### src/rtl/lap_countdown_timer.sv
// Stopwatch / countdown timer with a prescaled tick, a lap FIFO and a ring output.
// All outputs are registers; event priority is startOrStop > splitOrReset > modeInput.
module lap_countdown_timer #(
  parameter int CLK_DIV   = 1000000,
  parameter int COUNT_W   = 32,
  parameter int LAP_DEPTH = 8
) (
  input  logic               clockSignal,
  input  logic               reset,
  input  logic               modeInput,
  input  logic               startOrStop,
  input  logic               splitOrReset,
  input  logic [COUNT_W-1:0] loadValue,
  input  logic               lapRead,
  output logic [COUNT_W-1:0] timeCount,
  output logic               mode,
  output logic               running,
  output logic               ringSound,
  output logic [COUNT_W-1:0] lapData,
  output logic               lapValid,
  output logic               lapOverflow
);

  localparam int PW = (CLK_DIV > 1) ? $clog2(CLK_DIV) : 1;
  localparam int AW = $clog2(LAP_DEPTH);
  localparam int CW = AW + 1;
  localparam logic [PW-1:0] PRE_MAX = PW'(CLK_DIV - 1);
  localparam logic [CW-1:0] DEPTH   = CW'(LAP_DEPTH);

  typedef enum logic [1:0] {STOPPED, RUNNING, RINGING} state_t;

  state_t             state, state_nx;
  logic [PW-1:0]      prescaler, prescaler_nx;
  logic [COUNT_W-1:0] count_nx;
  logic               mode_nx;
  logic               tick, start_ev, split_ev, mode_ev;
  logic               flush, push, pop;

  // Lap FIFO as a shift register: slot 0 is always the head and reads 0 when empty.
  logic [COUNT_W-1:0] lap_mem    [LAP_DEPTH];
  logic [COUNT_W-1:0] lap_mem_nx [LAP_DEPTH];
  logic [CW-1:0]      lap_cnt, lap_cnt_nx;
  logic               ovf_nx;

  always_comb begin
    start_ev = startOrStop;
    split_ev = splitOrReset & ~startOrStop;
    mode_ev  = modeInput & ~startOrStop & ~splitOrReset;
    tick     = (state == RUNNING) && (prescaler == PRE_MAX);
  end

  always_comb begin
    state_nx = state;
    count_nx = timeCount;
    mode_nx  = mode;
    flush    = 1'b0;
    push     = 1'b0;
    unique case (state)
      STOPPED: begin
        if (start_ev) begin
          if (!(mode && timeCount == '0)) state_nx = RUNNING;
        end else if (split_ev) begin
          if (mode) begin
            count_nx = loadValue;
          end else begin
            count_nx = '0;
            flush    = 1'b1;
          end
        end else if (mode_ev) begin
          mode_nx  = ~mode;
          count_nx = '0;
          flush    = 1'b1;
        end
      end
      RUNNING: begin
        if (tick) count_nx = mode ? timeCount - COUNT_W'(1) : timeCount + COUNT_W'(1);
        if (start_ev) state_nx = STOPPED;
        if (split_ev && !mode) push = 1'b1;
        // Reaching zero rings even if a stop arrives on the same edge.
        if (tick && mode && timeCount == COUNT_W'(1)) state_nx = RINGING;
      end
      RINGING: begin
        if (startOrStop || splitOrReset || modeInput) state_nx = STOPPED;
      end
      default: state_nx = STOPPED;
    endcase
  end

  always_comb begin
    prescaler_nx = '0;
    if (state == RUNNING && state_nx == RUNNING && !tick) prescaler_nx = prescaler + PW'(1);
  end

  always_comb begin
    pop        = lapRead && (lap_cnt != '0) && !flush;
    lap_mem_nx = lap_mem;
    lap_cnt_nx = lap_cnt;
    ovf_nx     = lapOverflow;
    if (flush) begin
      for (int i = 0; i < LAP_DEPTH; i++) lap_mem_nx[i] = '0;
      lap_cnt_nx = '0;
      ovf_nx     = 1'b0;
    end else begin
      if (pop) begin
        for (int i = 0; i < LAP_DEPTH - 1; i++) lap_mem_nx[i] = lap_mem[i+1];
        lap_mem_nx[LAP_DEPTH-1] = '0;
        lap_cnt_nx = lap_cnt - CW'(1);
      end
      if (push) begin
        if (lap_cnt_nx < DEPTH) begin
          lap_mem_nx[lap_cnt_nx[AW-1:0]] = timeCount;
          lap_cnt_nx = lap_cnt_nx + CW'(1);
        end else begin
          ovf_nx = 1'b1;
        end
      end
    end
  end

  always_ff @(posedge clockSignal) begin
    if (reset) begin
      state       <= STOPPED;
      prescaler   <= '0;
      timeCount   <= '0;
      mode        <= 1'b0;
      running     <= 1'b0;
      ringSound   <= 1'b0;
      lap_cnt     <= '0;
      lapValid    <= 1'b0;
      lapOverflow <= 1'b0;
      for (int i = 0; i < LAP_DEPTH; i++) lap_mem[i] <= '0;
    end else begin
      state       <= state_nx;
      prescaler   <= prescaler_nx;
      timeCount   <= count_nx;
      mode        <= mode_nx;
      running     <= (state_nx == RUNNING);
      ringSound   <= (state_nx == RINGING);
      lap_cnt     <= lap_cnt_nx;
      lapValid    <= (lap_cnt_nx != '0);
      lapOverflow <= ovf_nx;
      for (int i = 0; i < LAP_DEPTH; i++) lap_mem[i] <= lap_mem_nx[i];
    end
  end

  assign lapData = lap_mem[0];

endmodule

### config.mk
export PLATFORM = sky130hd
export DESIGN_NAME = lap_countdown_timer
export DESIGN_NICKNAME = d
export VERILOG_FILES = /design/src/rtl/lap_countdown_timer.sv
export SDC_FILE = /design/constraint.sdc
export NUM_CORES = 1
export LEC_CHECK = 0
export CAP_MARGIN = 20
export CORE_MARGIN = 3
export CORE_UTILIZATION = 42
export DETAILED_ROUTE_END_ITERATION = 12
export GPL_TIMING_DRIVEN = 0
export MAX_ROUTING_LAYER = met4
export SETUP_SLACK_MARGIN = 0.2
export SYNTH_ARGS = -nofsm -noshare
export SYNTH_HDL_FRONTEND = slang
export SYNTH_SLANG_ARGS = --single-unit
### constraint.sdc
create_clock -name clockSignal -period 4 [get_ports clockSignal]
set_input_delay 1 -clock clockSignal [delete_from_list [all_inputs] [get_ports clockSignal]]
set_output_delay 1 -clock clockSignal [all_outputs]
set_load 0.05 [all_outputs]
# After elaboration in Yosys (flattened, before gate mapping)

Index checks and enable logic that the tools add are counted.

Divide/modulo/power cells: 0
$add $sub $neg: 5
Shift-type cells: 0
Multiplexer cells: 32
Order comparisons: 3
Eq/ne operators: 9
Reduce and logical (&&, ||, !) cells: 25
Bitwise operators: 10
Multiply operators: 0

Operator list:

| operator                                                                      | count |
|---|---|
| 256-bit two-way mux                                                           | 4 |
| 256-bit bitwise mux                                                           | 1 |
| 32-bit two-way mux                                                            | 7 |
| 32-bit demux with 3-bit select                                                | 1 |
| 32-bit case mux with 2 select lines                                           | 1 |
| 32-bit by 1-bit adder with 32-bit output (second input constant)              | 1 |
| 32-bit by 1-bit equality test with 1-bit output (second input constant)       | 1 |
| 32-bit zero test                                                              | 1 |
| 32-bit by 1-bit subtractor with 32-bit output (second input constant)         | 1 |
| 20-bit by 1-bit adder with 20-bit output (second input constant)              | 1 |
| 20-bit equality test (second input constant)                                  | 1 |
| 4-bit two-way mux                                                             | 5 |
| 1-bit logical AND                                                             | 10 |
| 2-bit two-way mux                                                             | 5 |
| 4-bit AND reduction                                                           | 2 |
| 4-bit nonzero test                                                            | 2 |
| 1-bit two-way mux                                                             | 7 |
| 1-bit inverter                                                                | 6 |
| 2-bit case mux with 3 select lines                                            | 1 |
| 4-bit by 1-bit adder with 4-bit output (second input constant)                | 1 |
| 2-bit by 1-bit equality test with 1-bit output (second input constant)        | 2 |
| 2-bit equality test (second input constant)                                   | 2 |
| 4-bit >= comparator (second input constant)                                   | 1 |
| 4-bit by 1-bit less-than comparator with 1-bit output (second input constant) | 1 |
| other kinds (12)                                                              | 19 |

Input port bits: 38
Bits in writable memories: 0
ROM bits: 0
Logic and storage cells: 101
Latch bits: 0
Register bits: 319
Output and inout port bits: 69
Memories: 0

# Longest topological paths before layout

Depth after elaboration: 19
Depth in mapped cells: 13
Gate-level depth less buffers: 12

# Worst setup path after synthesis

OpenSTA, ideal clock, no wires.

Kind: input to register
Start point: input port startOrStop
End point: register lapValid
Library setup time: 0.127 ns
Stages: 10
Arrival: 3.223 ns
Slack: 0.650 ns
Data required time: 3.873 ns
Buffers on the path: 2
Path through: buf_2 > or3_1 > a21o_1 > clkbuf_1 > nand3_1 > a21boi_0 > ha_1 > mux2_2 > and2_1 > or3_1

Cells in the longest elaborated chain, start to end: 16
Elaborated cells between the ends (all ways): 21
Those cells by class: add/sub: 1; order compare: 1; mux: 11; bitwise: 4; reduce/logical: 4

Ends and longest elaborated chain:

| item                                                                                 | line     | text |
|---|---|---|
| start, declared                                                                      | 11       | `input logic startOrStop,` |
| 1-bit inverter (no line)                                                             | -        |  |
| 1-bit AND (2 in a row)                                                               | 48       | `mode_ev = modeInput & ~startOrStop & ~splitOrReset;` |
| 1-bit two-way mux                                                                    | 69       | `end else if (mode_ev) begin` |
| 1-bit two-way mux                                                                    | 62       | `end else if (split_ev) begin` |
| 1-bit two-way mux                                                                    | 60       | `if (start_ev) begin` |
| 1-bit two-way mux                                                                    | 58       | `unique case (state)` |
| 1-bit zero test                                                                      | 95       | `pop = lapRead && (lap_cnt != '0) && !flush;` |
| 1-bit logical AND                                                                    | 95       |  |
| 4-bit two-way mux                                                                    | 104      | `if (pop) begin` |
| 4-bit two-way mux                                                                    | 99       | `if (flush) begin` |
| 4-bit by 1-bit adder with 4-bit output or 4-bit less-than comparator (tied branches) | 112, 110 |  |
| 4-bit two-way mux                                                                    | 110      | `if (lap_cnt_nx < DEPTH) begin` |
| 4-bit two-way mux                                                                    | 109      | `if (push) begin` |
| 4-bit two-way mux (*)                                                                | 99       |  |
| 4-bit nonzero test (*)                                                               | 140      | `lapValid <= (lap_cnt_nx != '0);` |
| end signal, assigned                                                                 | 140      |  |
| end, declared                                                                        | 20       | `output logic lapValid,` |

Mark *: on every way between the ends. The rest lies on a longest branch, timed or not. The select of a mux whose other input is x is not followed.
A chain may end at the register's enable or synchronous reset.

# Final worst setup path

Start point: input port splitOrReset
End point: register lap_mem[95] (netlist bit)

Cells in the longest elaborated chain, start to end: 18
Elaborated cells between the ends (all ways): 27
Those cells by class: order compare: 3; mux: 15; bitwise: 4; reduce/logical: 5

Ends and longest elaborated chain:

| item                                                                                                               | line | text |
|---|---|---|
| start, declared                                                                                                    | 12   | `input logic splitOrReset,` |
| 1-bit inverter                                                                                                     | 48   |  |
| 1-bit AND                                                                                                          | 48   |  |
| 1-bit two-way mux                                                                                                  | 69   |  |
| 1-bit two-way mux                                                                                                  | 62   |  |
| 1-bit two-way mux                                                                                                  | 60   |  |
| 1-bit two-way mux                                                                                                  | 58   |  |
| 1-bit zero test                                                                                                    | 95   |  |
| 1-bit logical AND                                                                                                  | 95   |  |
| (+2 left out)                                                                                                      | -    |  |
| 3-bit inverter with 4-bit output (implied by the code)                                                             | 111  | `lap_mem_nx[lap_cnt_nx[AW-1:0]] = timeCount;` |
| 4-bit >= comparator (implied by the code) or 4-bit by 1-bit less-than comparator with 1-bit output (tied branches) | 111  |  |
| 1-bit logical AND (implied by the code)                                                                            | 111  |  |
| 32-bit two-way mux (implied by the code)                                                                           | 111  |  |
| 32-bit demux with 3-bit select                                                                                     | 111  |  |
| 256-bit bitwise mux                                                                                                | 111  |  |
| 256-bit two-way mux                                                                                                | 110  |  |
| 256-bit two-way mux                                                                                                | 109  |  |
| end, declared                                                                                                      | 40   | `logic [COUNT_W-1:0] lap_mem [LAP_DEPTH];` |

Several ways; a longest one is shown, not always the timed one. The select of a mux whose other input is x is not followed.

==> flow_summary_export.csv <==
group,metric,value,unit
run_status,outcome,"completed",
clocking,clk_latency,0.54,ns
timing,slew_viol_final,0,
worst_setup_path,path_class,"in -> reg",
synthesis,synth.net_count,2055,
final_layout,finalNetCount,2202,
timing,worstMarginPinSlew,1.12,ns
drt,drt-total-wl,57000,um
grt,grt-ovfl-total,0,
final_layout,nFillCells,3534,
power,irDropWorstVdd,0.263,mV
run,maxCapViolCount,0,
die,core-area,0.0357,mm2
min_path,hp-class,"reg -> reg",
drt,viasPerCell,5.87,
worst_setup_path,reg2reg_depth,11,
timing,rsz0062_at_grt,"false",
clocking,cts_buffer_depth,3,
place,io_buffers,105,
drt,drtPass1Iterations,5,
drt,avgRoutedWirePerCell,21.6,um
synthesis,yosysUniqueCellTypes,66,
worst_setup_path,required,4.43,ns
worst_setup_path,timing.rr.start,"lap_cnt[0]$_SDFF_PP0_",
grt,grt_pass1_wl,85500,um
grt,grt_usage,0.290,
place,dpl_worst_slack,-0.636,ns
clocking,cts_tree,"built",
timing,period_share,0.917,
synthesis,async_reset_ff_frac,0,
timing,timing.final.ws_setup,0.333,ns
die,start_util,0.427,
synthesis,synth_edf_count,0,
drt,antenna_left,0,
synthesis,syn-cell-area,0.0152,mm2
place,globalplace.congestion,0.949,
clocking,cts_root_buf,"clkbuf_16",
final_layout,final_cells,2643,
final_layout,diodes,0,
worst_setup_path,crit_end,"lap_mem[95]$_SDFF_PP0_",
worst_setup_path,arrival,4.10,ns
synthesis,synthTopCellsByArea,"dfxtp_1 42%, a311oi_1 13%, nand2_1 12%",
drt,drc,0,
worst_setup_path,cp-startpoint,"splitOrReset",
worst_setup_path,cp_max_fo,10,
synthesis,seq_area_frac_synth,0.420,
synthesis,postSynthAreaPerCell,7.57,um2
timing,max_freq,273,MHz
clocking,post_cts_buffers,0,
synthesis,syn_inst,2010,
drt,drt_iter0_markers,1726,
synthesis,ys.flop_type,"dfxtp_1",
clocking,cts_resized,4,
power,p_per_area,526,mW/mm2
synthesis,yosys.area.top_type,"dfxtp_1",
clocking,htreeDepth,2,
place,dp_hpwl,40400,um
timing,relSlewSlack,0.254,
final_layout,drive_gt1_frac,0.0619,
grt,grt_max_degree,13,
place,dp_cells,2577,
final_layout,regArea,0.00639,mm2
timing,finalClockSkew,0.0224,ns
final_layout,area_growth,19.1,%
worst_setup_path,r2r_end,"lap_mem[94]$_SDFF_PP0_",
final_layout,multi_input_area,0.00779,mm2
timing,finalSetupViolCount,0,
worst_setup_path,rrSetupSlack,0.45,ns
grt,grt_pass1_vias,14500,
clocking,clk_pin_slew_worst_paths,0.05,ns
drt,vias,15500,
die,chipWidth,196,um
power,total_leakage_power,6.40,nW
grt,antenna_found_initial,4,
timing,timing.final.hold_violations,0,
synthesis,synth_top_area_frac,0.420,
die,ios,107,
clocking,numClockSinks,319,
final_layout,postLayoutCoreUtil,0.508,
synthesis,yosys_warnings,0,
clocking,hold_buffers,0,
die,fp.dieArea,0.0385,mm2
timing,min_period,3.67,ns
synthesis,ys_ff_latch,319,
worst_setup_path,end_kind,"flop",
worst_setup_path,cp-start-kind,"input port",
clocking,cts_buffers,38,
die,fp.dieH,196,um
die,row_count,69,
[power by group]
part | leakage, nW | internal, mW | total [mW] | switching (mW)
clock | 0.579 | 2.03 | 3.43 | 1.40
sequential | 2.57 | 3.30 | 3.40 | 0.0968
combinational | 3.25 | 0.665 | 2.71 | 2.04
[cell usage after synthesis, types with 3 or more instances]
cell type,number
o32ai_1,3
and2_1,4
a22o_1,7
a221oi_1,9
buf_1,6
o31a_1,3
or2_2,5
a31oi_1,38
nor2b_1,4
nand3b_1,5
dfxtp_1,319
a311oi_1,224
buf_4,32
xor2_1,20
nand4b_1,3
nor3_1,27
ha_1,7
a211oi_1,3
nand2b_1,4
nand2_1,501
a21oi_1,16
o21ai_0,25
and3_1,36
or3_1,11
inv_1,15
nor2_1,349
and4_1,4
xnor2_1,11
clkbuf_1,172
nor4_1,8
mux2_2,3
buf_2,18
nand3_1,29
o41ai_1,3
o31ai_1,10
nand4_1,13
a21o_1,6
a22oi_1,14
o22ai_1,5
[per-layer routing]
layer	up-vias	global-route usage	wire [um]	share of wire
met4	0	0.0988	1950	0.034
li1	7349	-	-	-
met5	-	-	0	0
met1	7411	0.399	25700	0.45
met2	627	0.443	25200	0.44
met3	115	0.0378	4200	0.074
[critical path: stages]
cell	delay, ns
clkdlybuf4s50_1	0.52
nand2b_1	0.20
a21o_1	0.14
clkbuf_1	0.30
nand4_1	0.25
a31oi_4	0.53
nand2_2	0.36
clkbuf_1	0.43
a311oi_1	0.34
[per-stage QoR]
stage	total power, mW	instance area [um2]	hold WS (ns)	setup TNS, ns
after floorplan	5.16	15200	0.418	0
after global placement	6.06	16800	0.432	-91.51
after detailed placement	6.07	16800	0.442	-57.92
after CTS	9.49	18100	0.448	0
after global routing	9.88	18100	0.483	0
final	9.53	18100	0.445	0
[worst min-delay path by stage]
stage,from,end,slack (ns),cells past startpoint
floorplan,prescaler[0]$_SDFF_PP0_,prescaler[0]$_SDFF_PP0_,0.42,1
global placement,prescaler[0]$_SDFF_PP0_,prescaler[0]$_SDFF_PP0_,0.43,1
detailed placement,lapOverflow$_SDFFE_PP0P_,lapOverflow$_SDFFE_PP0P_,0.44,2
CTS,lapOverflow$_SDFFE_PP0P_,lapOverflow$_SDFFE_PP0P_,0.45,2
global route,prescaler[0]$_SDFF_PP0_,prescaler[0]$_SDFF_PP0_,0.48,1
finish,lapOverflow$_SDFFE_PP0P_,lapOverflow$_SDFFE_PP0P_,0.45,2
[cell families after synthesis]
kind of cell	count (synthesis)	share of synthesized area
flip-flops	319	0.420
XOR/XNOR	32	0.0193
adder cells (fa/ha/maj)	7	0.00576
buffers and inverters	245	0.0708
AO/OA/AOI/OAI	389	0.205
AND/OR/NAND/NOR	1014	0.276
multiplexers	4	0.00288
[cell type report]
class / instances / share of cell area
plain buffers: 230 / 0.0567
clock buffers: 57 / 0.0609
clock inverters: 8 / 0.00560
inverters: 15 / 0.00311
multi-input cells: 1446 / 0.430
flip-flops and latches: 319 / 0.353
well taps: 461 / 0.0319
repair buffers: 107 / 0.0587
[cell usage in the layout, fill, tap and decap left out, types with 5 or more instances in the layout]
cell type,netlist,routed
nand2_1,501,498
nor2_1,349,349
dfxtp_1,319,319
a311oi_1,224,224
clkbuf_1,172,179
clkdlybuf4s50_1,0,105
clkbuf_16,0,39
a31oi_1,38,38
and3_1,36,36
buf_4,32,33
nand3_1,29,29
nor3_1,27,26
o21ai_0,25,25
xor2_1,20,20
buf_2,18,18
a21oi_1,16,16
inv_1,15,15
a22oi_1,14,14
nand4_1,13,13
or3_1,11,11
xnor2_1,11,11
a221oi_1,9,9
o31ai_1,10,9
nor4_1,8,8
a22o_1,7,7
ha_1,7,7
a21o_1,6,6
clkbuf_2,0,6
buf_1,6,6
clkbuf_8,0,6
or2_2,5,5
nand3b_1,5,5
[registers in the layout, indices dropped and copies added, names as in the netlist]
signal       cells
lap_mem        224
lapData         32
timeCount       32
prescaler       20
lap_cnt          4
state            2
lapOverflow      1
lapValid         1
mode             1
ringSound        1
running          1
No activity file was read; power rests on OpenSTA's default activity.
